--- config.mk ---
export PLATFORM = sky130hd
export DESIGN_NAME = inv_shift_rows_stream
export DESIGN_NICKNAME = d
export VERILOG_FILES = /design/src/rtl/inv_shift_rows_stream.sv
export SDC_FILE = /design/constraint.sdc
export NUM_CORES = 1
export LEC_CHECK = 0
export CAP_MARGIN = 10
export CELL_PAD_IN_SITES_DETAIL_PLACEMENT = 1
export CELL_PAD_IN_SITES_GLOBAL_PLACEMENT = 2
export CORE_MARGIN = 1.5
export CORE_UTILIZATION = 25
export DETAILED_ROUTE_END_ITERATION = 16
export GPL_TIMING_DRIVEN = 0
export PLACE_DENSITY = 0.43
export SETUP_SLACK_MARGIN = 0.1
export SYNTH_ARGS = -nofsm -noshare
export SYNTH_HDL_FRONTEND = slang
export SYNTH_SLANG_ARGS = --single-unit
--- constraint.sdc ---
create_clock -name sys_clk -period 3.1 [get_ports sys_clk]
set_input_delay 0.62 -clock sys_clk [delete_from_list [all_inputs] [get_ports sys_clk]]
set_output_delay 0.62 -clock sys_clk [all_outputs]
set_load 0.02 [all_outputs]
--- src/rtl/inv_shift_rows_stream.sv ---
// Byte-serial AES InvShiftRows: row-major bytes in, column-major inverse-shifted bytes out.
// Two 16-byte ping-pong banks form a two-block FIFO so both sides can run at one byte per cycle.
module inv_shift_rows_stream (
  input  logic       sys_clk,
  input  logic       sys_rst,
  input  logic       sink_valid,
  output logic       sink_ready,
  input  logic [7:0] sink_data,
  input  logic       sink_last,
  output logic       source_valid,
  input  logic       source_ready,
  output logic [7:0] source_data,
  output logic       source_last,
  output logic       err_framing
);

  localparam int DATA_W = 8;
  localparam int DEPTH  = 16;

  logic [DATA_W-1:0] r_bank [2][DEPTH];
  logic [1:0]        r_full;
  logic              r_wr_sel;
  logic              r_rd_sel;
  logic [3:0]        r_wr_cnt;
  logic [3:0]        r_rd_cnt;
  logic              r_err;

  logic              w_wr_hs;
  logic              w_rd_hs;
  logic              w_wr_done;
  logic              w_wr_bad;
  logic              w_rd_done;
  logic [1:0]        w_set;
  logic [1:0]        w_clr;
  logic [DATA_W-1:0] w_rd_byte;

  // Output position 4c+r reads stored position 4r + ((c - r) mod 4).
  function automatic logic [3:0] inv_idx(input logic [3:0] cnt);
    logic [1:0] col;
    logic [1:0] row;
    logic [1:0] src_col;
    col     = cnt[3:2];
    row     = cnt[1:0];
    src_col = col - row;
    return {row, src_col};
  endfunction

  assign sink_ready   = ~r_full[r_wr_sel];
  assign source_valid = r_full[r_rd_sel];
  assign w_wr_hs      = sink_valid & sink_ready;
  assign w_rd_hs      = source_valid & source_ready;

  assign w_wr_done    = w_wr_hs & sink_last & (r_wr_cnt == 4'hF);
  assign w_wr_bad     = w_wr_hs & (sink_last ^ (r_wr_cnt == 4'hF));
  assign w_rd_done    = w_rd_hs & (r_rd_cnt == 4'hF);

  assign w_rd_byte    = r_bank[r_rd_sel][inv_idx(r_rd_cnt)];
  assign source_data  = source_valid ? w_rd_byte : '0;
  assign source_last  = source_valid & (r_rd_cnt == 4'hF);
  assign err_framing  = r_err;

  // Set and clear never target the same bank: a full bank blocks its own writes.
  always_comb begin
    w_set = '0;
    w_clr = '0;
    if (w_wr_done) w_set[r_wr_sel] = 1'b1;
    if (w_rd_done) w_clr[r_rd_sel] = 1'b1;
  end

  always_ff @(posedge sys_clk) begin
    if (w_wr_hs) r_bank[r_wr_sel][r_wr_cnt] <= sink_data;
  end

  always_ff @(posedge sys_clk) begin
    if (sys_rst) begin
      r_full   <= '0;
      r_wr_sel <= 1'b0;
      r_rd_sel <= 1'b0;
      r_wr_cnt <= '0;
      r_rd_cnt <= '0;
      r_err    <= 1'b0;
    end else begin
      r_err  <= w_wr_bad;
      r_full <= (r_full | w_set) & ~w_clr;
      if (w_wr_done) begin
        r_wr_sel <= ~r_wr_sel;
        r_wr_cnt <= '0;
      end else if (w_wr_bad) begin
        r_wr_cnt <= '0;
      end else if (w_wr_hs) begin
        r_wr_cnt <= r_wr_cnt + 4'd1;
      end
      if (w_rd_done) begin
        r_rd_sel <= ~r_rd_sel;
        r_rd_cnt <= '0;
      end else if (w_rd_hs) begin
        r_rd_cnt <= r_rd_cnt + 4'd1;
      end
    end
  end

endmodule

# Word-level counts from Yosys, hierarchy flattened
# Memories as Yosys holds them, arrays and structs flattened. A register that Yosys moved wholly into a read port is not among the register bits.
# Cells that the tools add are included.
[word_totals]
mem_bits_rw = 256
wordCells = 60
n_memories = 1
regBits = 13
out_inout_bits = 12
in_bits = 13
[mem_list]
columns = ["memory", "words", "width", "read_ports", "rd_clocked_by_memory_dff", "wr", "line_no", "source"]
rows = [
  ["r_bank", 2, 128, 1, 1, 1, "20", "logic [DATA_W-1:0] r_bank [2][DEPTH];"],
]
[op_classes]
addsub = 3
n_eq_ne = 2
muxes = 20
bitwise_logic = 16
n_reduce_logical = 5
order_cmp = 7
[ops]
columns = ["op", "count"]
rows = [
  ["$mux W128", 1],
  ["$bmux W8 S4", 1],
  ["$demux W8 S4", 1],
  ["$mux W8", 4],
  ["$ge A5 B5 Y1 const B", 2],
  ["$not A4 Y5", 2],
  ["$mux W1", 9],
  ["$add A4 B1 Y4 const B", 2],
  ["$eq A4 B4 Y1 const B", 2],
  ["$and A1 B1 Y1", 7],
  ["$lt A5 B1 Y1 const B", 1],
  ["$lt A1 B2 Y1 const B", 2],
  ["$mux W2", 2],
  ["$logic_and A1 B1 Y1", 3],
  ["$not A1 Y1", 3],
  ["$reduce_or A3 Y1", 1],
  ["$and A2 B2 Y2", 1],
  ["$demux W1 S1", 2],
  ["$ge A1 B1 Y1 const B", 2],
  ["$not A2 Y2", 1],
  ["$or A2 B2 Y2", 1],
  ["$reduce_or A2 Y1", 1],
  ["$sub A2 B2 Y2", 1],
  ["$xor A1 B1 Y1", 1],
]

# Longest topological paths before layout
[depth]
ltp_word = 9
mapped_depth = 8
ltp_nobuf = 6

# Worst setup path before layout
# Ideal clock, no wire load.
[synth_path]
path_type = "register to output"
start = "reg r_rd_cnt[2]"
end = "out source_data[0]"
required_ns = 2.480
path_buffers = 2
arrival_ns = 2.192
path_slack_ns = 0.288
path_stages_with_launch = 8
path_cell_list = "dfxtp_1 inv_1 ha_1 buf_2 clkbuf_1 mux4_2 mux4_2 o21a_1"
[synth_between]
elab_chain_cells = 6
[synth_lines]
columns = ["element", "line_no", "source"]
rows = [
  ["from (decl)", "25", "logic [3:0] r_rd_cnt;"],
  ["from (signal assigned)", "97", "r_rd_cnt <= r_rd_cnt + 4'd1;"],
  ["$sub A2 B2 Y2", "44", "src_col = col - row;"],
  ["$not A4 Y5 (not written as such)", "57", "assign w_rd_byte = r_bank[r_rd_sel][inv_idx(r_rd_cnt)];"],
  ["$bmux W8 S4", "57", ""],
  ["$mux W8 (not written as such) (2 in series)", "57", ""],
  ["$mux W8", "58", "assign source_data = source_valid ? w_rd_byte : '0;"],
  ["to (decl)", "12", "output logic [7:0] source_data,"],
]
# No other way between the ends. The select of a mux whose other input is x is not followed.

# Final worst setup path
[layout_path]
start = "reg r_rd_cnt[2]"
end = "out source_data[4]"
# The elaborated chain is that of the path after synthesis.

==> flow_summary.json <==
{
  "syn-num-nets": 534,
  "drive_gt1_share_pct": 34.6,
  "ys.flop_type": "edfxtp_1",
  "synth-edff-count": 256,
  "cts_sinks": 270,
  "vias": 5150,
  "place_inst": 1079,
  "ys_seq_elements": 270,
  "clock_skew_ps": 9.27,
  "htree_num_levels": 1,
  "yosysMostFrequentCell": "edfxtp_1",
  "cts_buffers": 31,
  "synth_top_area_share_pct": 72.0,
  "path_max_fanout": 7,
  "synth_cell_type_count": 34,
  "die_area_mm2": 0.0440,
  "crit_type": "reg2out",
  "slowest_stage": "mux4_2",
  "fin_crit_sh_pct": 111,
  "num-nets-final": 610,
  "dpl_cell_area_mm2": 0.0117,
  "grt_overflow": 0,
  "async_flop_share_pct": 0,
  "vdd_drop_max_uv": 379,
  "firstDrtPassIters": 4,
  "via_per_inst": 4.47,
  "place_congestion": 0.705,
  "hpwl_um": 18400,
  "hold_violations": 0,
  "rsz0062_at_grt": "yes",
  "worstPathCellList": "inv_2 -> ha_4 -> buf_12 -> clkbuf_16 -> mux4_2 -> mux4_2 -> o21a_1 -> buf_6",
  "maxSlewViolCount": 0,
  "finalSetupTns_ps": -2520,
  "setup_viol": 8,
  "dieHeight_um": 210,
  "clk_pin_slew_worst_paths_ps": 60,
  "critPathMaxStageDelay_ps": 530,
  "violations": "negative setup slack",
  "pin_count": 25,
  "layout_setup_ws_ps": -332,
  "root_buffer": "clkbuf_16",
  "arrival_ps": 2810,
  "fp-row-count": 75,
  "grt_use_total_pct": 13.2,
  "clk_path_buf_depth": 3,
  "ant_nets": 0,
  "synth_commonest_cells": "edfxtp_1, mux4_2, nor2_1",
  "cp_top_family": "multiplexers",
  "critPathRequiredTime_ps": 2480,
  "syn_avg_cell_area_um2": 20.8,
  "wl_per_cell_um": 24.6,
  "hold_class": "reg2reg",
  "min_period_ps": 3430,
  "clock_latency_ps": 560,
  "synth_cells": 513,
  "start_util_pct": 25.4,
  "die_w_um": 210,
  "crit_top_cell": "mux4_2",
  "drc": 0,
  "fmax_mhz": 291,
  "grt_pass1_vias": 5716,
  "worst_slew_pin_slew_ps": 793,
  "grt_max_degree": 33,
  "stdcell_count": 1152,
  "critPathLaunchType": "flop",
  "diodes": 0,
  "wirelength_um": 28300,
  "ys.warnings.count": 0,
  "antenna_found_initial": 0,
  "hold_buffers": 0,
  "path_buf_inv": 4,
  "syn_area_mm2": 0.0107,
  "outcome": "finished with violations",
  "drt_iter0_drc": 209,
  "final_cell_area_mm2": 0.0132,
  "p_leak_nw": 4.16,
  "yosys.area.top_type": "edfxtp_1",
  "core-area_mm2": 0.0420,
  "slew_headroom_pct": 46.9,
  "syn2layout_area_growth_pct": 23.9,
  "grt_pass1_wl_um": 41200,
  "end_kind": "output port",
  "synth.yosys.seq_area_share_pct": 74.6,
  "io_buffers": 24,
  "p_per_area_mw_per_mm2": 576,
  "ys_top_cells_by_area": "edfxtp_1, mux4_2, dfxtp_1",
  "cts_tree": "built",
  "timing.max_cap.violations": 0
}
-- state kept, by name, indices dropped and copies added (netlist names), named ones only --
register / cells
r_rd_sel: 1
r_wr_cnt: 4
r_wr_sel: 1
r_rd_cnt: 4
err_framing: 1
r_bank: 256
r_full: 2
-- tightest hold or removal path: cells and delay by family, from the launching register on --
family,cells,cell delay (ps)
and+or+nand+nor,1,80
DFF,1,350
AOI/OAI and AO/OA,1,60
-- cell families (layout without fill, tap and decap cells) --
family,count (synthesis),after routing,synth area share (%)
compound gates,26,26,1.79
xor+xnor,8,8,0.797
fa+ha+maj,8,8,0.938
buf+inv,31,131,1.52
flops,270,270,74.6
mux,90,90,17.1
simple gates,80,80,3.23
-- through the flow --
step                      worst slack, ps  total power (W)  util (%)  hold slack [ps]
after floorplan                       288          0.00413         -              477
after global placement               -994          0.00422      27.6              511
after detailed placement            -1020          0.00424      27.8              533
after CTS                            -406          0.00772      31.1              542
after global routing                 -424          0.00786      31.5              573
final                                -332          0.00762      31.5              529
-- worst paths after layout --
| path | from | to | slack [ps] | cells past startpoint |
|---|---|---|---|---|
| max reg2reg | r_wr_sel | r_bank[1][94] | 340 | 6 |
| max | r_rd_cnt[2] | source_data[4] | -330 | 8 |
| min | r_wr_cnt[1] | r_wr_cnt[1] | 530 | 2 |
| min reg2reg | r_wr_cnt[1] | r_wr_cnt[1] | 530 | 2 |
-- placed cells by master, fill, tap and decap left out, types with 8 or more instances in the layout --
cell type,n
clkbuf_16,35
edfxtp_1,256
clkdlybuf4s50_1,15
nor2_1,13
buf_6,8
buf_4,12
nor2_4,8
dfxtp_1,12
nand2_1,13
nor2_2,23
mux2i_1,10
clkbuf_1,10
clkinv_1,10
mux4_2,70
-- per-layer routing --
metal | up-vias | global-route usage (%) | routed length, um
met4 | 0 | 3.50 | 660
met1 | 2764 | 16.8 | 12000
met3 | 42 | 2.15 | 925
met2 | 73 | 23.5 | 14700
met5 | - | 0 | 0
li1 | 2271 | - | -
-- power breakdown --
group | internal, W | total [W] | switching [W]
Sequential | 0.00401 | 0.00401 | 0.00000542
Combinational | 0.0000585 | 0.000167 | 0.000109
Clock | 0.00198 | 0.00344 | 0.00146
-- cell type report --
type	instances	area (um^2)
Fill cell	4196	28800
Sequential cell	270	7970
Multi-Input combinational cell	212	2760
Clock buffer	36	795
Tap cell	539	674
Timing Repair Buffer	43	576
Buffer	24	277
Clock inverter	21	150
Inverter	7	26.3
-- timing repair --
action                     CTS  global route
gates resized for setup    129            18
buffers inserted             9             0
pin swaps                    2             0
gates cloned                 3             0
setup endpoints to repair  266            80
No activity file was read; power rests on OpenSTA's default activity.
==> RTL change 1 (same settings) <==
Register the output `err_framing` once more, cleared by the reset; this adds one clock of latency there. The other outputs are not delayed to match.
--- a/src/rtl/inv_shift_rows_stream.sv
+++ b/src/rtl/inv_shift_rows_stream.sv
@@ -57,7 +57,13 @@
   assign w_rd_byte    = r_bank[r_rd_sel][inv_idx(r_rd_cnt)];
   assign source_data  = source_valid ? w_rd_byte : '0;
   assign source_last  = source_valid & (r_rd_cnt == 4'hF);
-  assign err_framing  = r_err;
+  always_ff @(posedge sys_clk) begin
+    if (sys_rst) begin
+      err_framing <= '0;
+    end else begin
+      err_framing <= r_err;
+    end
+  end
 
   // Set and clear never target the same bank: a full bank blocks its own writes.
   always_comb begin
Check against the original RTL: not equivalent (a bounded check fails within 4 cycles, from zero or initial values and one cycle with sys_rst high).
==> RTL change 1 against the unedited design <==
  * The flow still finishes with violations (negative setup slack)
  * First-iteration DRC count rose by 11%
  * Final cell count fell by 0.52%
  * Synthesized area rose by 0.61%
  * Non-clock buffer count fell by 2
  * Sequential power barely moved
  * Setup slack got worse by 0.0054 ns
  * Total power rose by 0.26%
  * Register-to-register slack got worse by 0.02 ns
  * Count of clock-buffer cells in the layout rose by 2
  * Cell area rose by 1.6%
  * Routed wire length fell by 1.6%
  * Synthesized cell count fell by 0.58%
  * Sequential cell count rose by 1
  * Largest power group unchanged
==> RTL change 1: results (changes against the unedited design) <==
Route
  • Iter 0 DRT Violations: 231 (was 209)
  • Metal-1 WL: 11.9 mm (was 12.0 mm)
  • Routed len/inst: 24.3 um (was 24.6 um)

Synthesis
  • XOR/XNOR Fraction of Synth Area: 0.955% (was 0.797%)
  • Mux share of post-synthesis cell area: 17.5% (was 17.1%)
  • Adder-cell area share of the yosys netlist: 0.932% (was 0.938%)
  • Sequential fraction of the synthesis area: 74.4% (was 74.6%)
  • Synth Area in Compound Gates: 1.55% (was 1.79%)
  • Syn nets: 531 (was 534)
  • Most frequent cells after synthesis: 256 x edfxtp_1, 54 x mux4_2, 43 x nor2_1, 19 x mux2i_1, 18 x mux4_1 (was 256 x edfxtp_1, 66 x mux4_2, 44 x nor2_1, 18 x mux2i_1)
  • Unique masters post-synth: 32 (was 34)
  • Syn Inst Count: 510 (was 513)

Global route
  • Vias in the first global route: 5550 (was 5716)
  • First-pass GRT wire length: 40.0 mm (was 41.2 mm)
  • Gr usage total: 12.8% (was 13.2%)
  • Met3 Usage GRT: 1.95% (was 2.15%)
  • Met2 Usage GRT: 22.4% (was 23.5%)

Outcome
  • Failing checks: negative setup slack (unchanged)
  • Status: finished, violations left (unchanged)

STA
  • Min setup slack post-route: -0.337 ns (was -0.332 ns)
  • Worst slew margin: 37.6% (was 46.9%)
  • Setup-failing EPs final: 8 (unchanged)
  • Post-route clock skew: 0.0113 ns (was 0.00927 ns)

Power and ir drop
  • Sw Share: 20.5% (was 20.6%)
  • Seq pwr share: 52.7% (was 52.6%)

Floorplanning
  • Die area: 0.0442 sq mm (was 0.0440 sq mm)
  • Core area: 0.0421 sq mm (was 0.0420 sq mm)

Place
  • Post-Place Cells: 1076 (was 1079)
  • Final GP Congestion: 0.744 (was 0.705)
  • Dpl hpwl: 18.3 mm (was 18.4 mm)

Final layout
  • Layout Nets: 605 (was 610)
  • Share of cells above drive strength 1: 34.8% (was 34.6%)

Critical path
  • Worst EP arrival: 2.82 ns (was 2.81 ns)
RTL change 1: cell types whose count changed after synthesis, sizes merged, moves of 2 or more:
| cell | before | now |
|---|---|---|
| nand2 | 14 | 10 |
| nand4 | 3 | 1 |
| nor3 | 3 | 6 |
| a21oi | 5 | 1 |
RTL change 1: worst paths after layout:
path	start	to	slack, ns	depth (start not counted)
setup / recovery	r_rd_cnt[2]$_SDFFE_PP0P_	source_data[5]	-0.34	10
hold / removal	r_err$_SDFF_PP0_	err_framing$_SDFF_PP0_	0.45	1
setup reg to reg	r_wr_sel$_SDFFE_PP0P_	r_bank[1][64]$_DFFE_PP_	0.32	4
hold reg to reg	r_err$_SDFF_PP0_	err_framing$_SDFF_PP0_	0.45	1
RTL change 1: final cells by class:
class	instances	area share (%)
flip-flops and latches	271	59.5
multi-input cells	208	21.8
clock buffers	38	5.97
well taps	539	5.02
repair buffers	41	4.26
plain buffers	24	2.27
clock inverters	18	1.05
inverters	7	0.196
RTL change 1: critical path: stages (launching register included):
cell and delay, ns:
dfxtp_2 0.35, inv_2 0.05, ha_4 0.25, buf_12 0.15, buf_8 0.13, buf_12 0.13, mux4_2 0.28, mux2i_2 0.10
a221oi_2 0.46, o21a_1 0.22, buf_6 0.12
RTL change 1: metrics by stage:
stage	setup TNS [ns]	instance area, sq um	utilization, %	setup slack [ns]	total power, mW
final	-2.13	13400	31.9	-0.337	7.64
after global placement	-32.71	11700	27.7	-1.10	4.24
after detailed placement	-39.18	11700	27.9	-1.14	4.26
after global routing	-2.66	13400	31.9	-0.355	7.89
after floorplan	0	10700	-	0.286	4.14
after CTS	-2.40	13200	31.4	-0.313	7.74
RTL change 1: timing repair:
item,CTS,global route
setup endpoints to repair,258,115
resized for setup,176,22
cloned,1,3
pin swaps,5,2
buffers inserted,5,2
==> RTL change 2 (same settings) <==
Without the edit above. Remove the register `r_err`: a continuous assignment takes its place, so the output `err_framing` follows one clock earlier.
--- a/src/rtl/inv_shift_rows_stream.sv
+++ b/src/rtl/inv_shift_rows_stream.sv
@@ -78,9 +78,7 @@
       r_rd_sel <= 1'b0;
       r_wr_cnt <= '0;
       r_rd_cnt <= '0;
-      r_err    <= 1'b0;
     end else begin
-      r_err  <= w_wr_bad;
       r_full <= (r_full | w_set) & ~w_clr;
       if (w_wr_done) begin
         r_wr_sel <= ~r_wr_sel;
@@ -99,5 +97,7 @@
     end
   end
 
+  assign r_err = w_wr_bad;
+
 endmodule
 
Behaviour: not the same (Yosys sat finds a counterexample within 4 cycles, from zero or initial values and one cycle with sys_rst high).
==> RTL change 2 against the unedited design <==
  * The run still ends with negative setup slack left
  * Total power fell by 0.38%
  * Final cell count fell by 0.43%
  * Synthesized area rose by 0.41%
  * Cell area rose by 0.30%
  * Clock skew rose by 0.0013 ns
  * Setup slack got worse by 0.024 ns
  * Hold slack got worse by 0.059 ns
  * Sequential cell count fell by 1
  * Routed wire length fell by 2.0%
  * Sequential share of layout area fell by 0.35 points
  * Die area rose by 0.40%
  * Sequential power barely moved
  * Fmax fell by 0.69%
==> RTL change 2: results (changes against the unedited design) <==
Synthesis
  • Area contributors post-synth: edfxtp_1 72%, mux4_2 11%, mux4_1 4.4% (was edfxtp_1 72%, mux4_2 14%, dfxtp_1 2.6%)
  • Adder-cell area share of the yosys netlist: 1.05% (was 0.938%)
  • Most frequent cells after synthesis: 256 x edfxtp_1, 54 x mux4_2, 44 x nor2_1, 20 x mux2i_1, 18 x mux4_1 (was 256 x edfxtp_1, 66 x mux4_2, 44 x nor2_1, 18 x mux2i_1)
  • Synth Area in Compound Gates: 1.49% (was 1.79%)
  • Syn Inst Count: 510 (was 513)
  • Sequential fraction of the synthesis area: 74.1% (was 74.6%)
  • Mux share of post-synthesis cell area: 17.6% (was 17.1%)
  • FFs w/ async S/R, synth: 0% (unchanged)
  • XOR/XNOR Fraction of Synth Area: 0.957% (was 0.797%)

STA
  • Setup-failing EPs final: 8 (unchanged)
  • Hold Slack: 0.470 ns (was 0.529 ns)
  • Post-route clock skew: 0.0106 ns (was 0.00927 ns)
  • Fin Setup TNS: -2.49 ns (was -2.52 ns)
  • Worst slew margin: 48.5% (was 46.9%)
  • Min setup slack post-route: -0.356 ns (was -0.332 ns)

Route
  • Routed len/inst: 24.2 um (was 24.6 um)
  • Via density: 4.51 (was 4.47)
  • Metal-1 WL: 12.3 mm (was 12.0 mm)
  • Met2 wire length: 14.2 mm (was 14.7 mm)
  • Iter 0 DRT Violations: 197 (was 209)
  • Drt total wl: 27.8 mm (was 28.3 mm)
  • DR WL met3: 772 um (was 925 um)

Global route
  • Grt met1 use: 16.5% (was 16.8%)
  • Met2 Usage GRT: 22.7% (was 23.5%)
  • Met3 Usage GRT: 1.77% (was 2.15%)
  • Vias in the first global route: 5670 (was 5716)

Min path
  • Worst hold path class: primary input to register (was register to register)
  • Hold Path End: r_wr_sel$_SDFFE_PP0N_ (was r_wr_cnt[1]$_SDFFE_PP0N_)

Critical path
  • Internal reg-to-reg setup slack: 0.28 ns (was 0.34 ns)
  • Worst r2r dst: r_bank[0][65]$_DFFE_PP_ (was r_bank[1][94]$_DFFE_PP_)
  • Worst r2r src: r_wr_sel$_SDFFE_PP0N_ (was r_wr_sel$_SDFFE_PP0P_)
  • Critical path's largest stage delay: 0.55 ns (was 0.53 ns)
  • R2R depth: 6 (unchanged)
  • Worst EP arrival: 2.84 ns (was 2.81 ns)

Power and ir drop
  • Leak Pwr: 4.22 nW (was 4.16 nW)

Final layout
  • Layout Nets: 604 (was 610)
  • Share of cells above drive strength 1: 33.7% (was 34.6%)
  • Fillers: 4153 (was 4196)

Outcome
  • Failing checks: negative setup slack (unchanged)
  • Status: finished, violations left (unchanged)

Place
  • Dpl hpwl: 18.2 mm (was 18.4 mm)
  • Pre-CTS setup slack: -1.05 ns (was -1.02 ns)
  • IO buf count: 23 (was 24)
  • Post-Place Cells: 1075 (was 1079)

Flow run
  • Max_cap viols: 0 (unchanged)
RTL change 2: report_power, final:
| part | internal, mW | switching (mW) | total, mW | leakage [nW] |
|---|---|---|---|---|
| Clock | 1.98 | 1.44 | 3.42 | 0.472 |
| Sequential | 3.99 | 0.00621 | 4.00 | 2.41 |
| Combinational | 0.0573 | 0.117 | 0.174 | 1.34 |
RTL change 2: timing repair:
item / in CTS / in global routing
pin swaps: 4 / 2
setup buffers: 4 / 0
gates cloned: 4 / 0
setup endpoints to repair: 268 / 194
gates resized for setup: 138 / 34
RTL change 2: area by class of cell:
cell class / count / area [sq um] / area share (%)
clock inverters: 23 / 164 / 1.24
multi-input cells: 210 / 2860 / 21.5
well taps: 539 / 674 / 5.08
clock buffers: 34 / 787 / 5.93
plain buffers: 24 / 289 / 2.18
inverters: 7 / 26.3 / 0.198
diodes: 2 / 5.00 / 0.0377
repair buffers: 39 / 520 / 3.92
flip-flops and latches: 269 / 7950 / 59.9
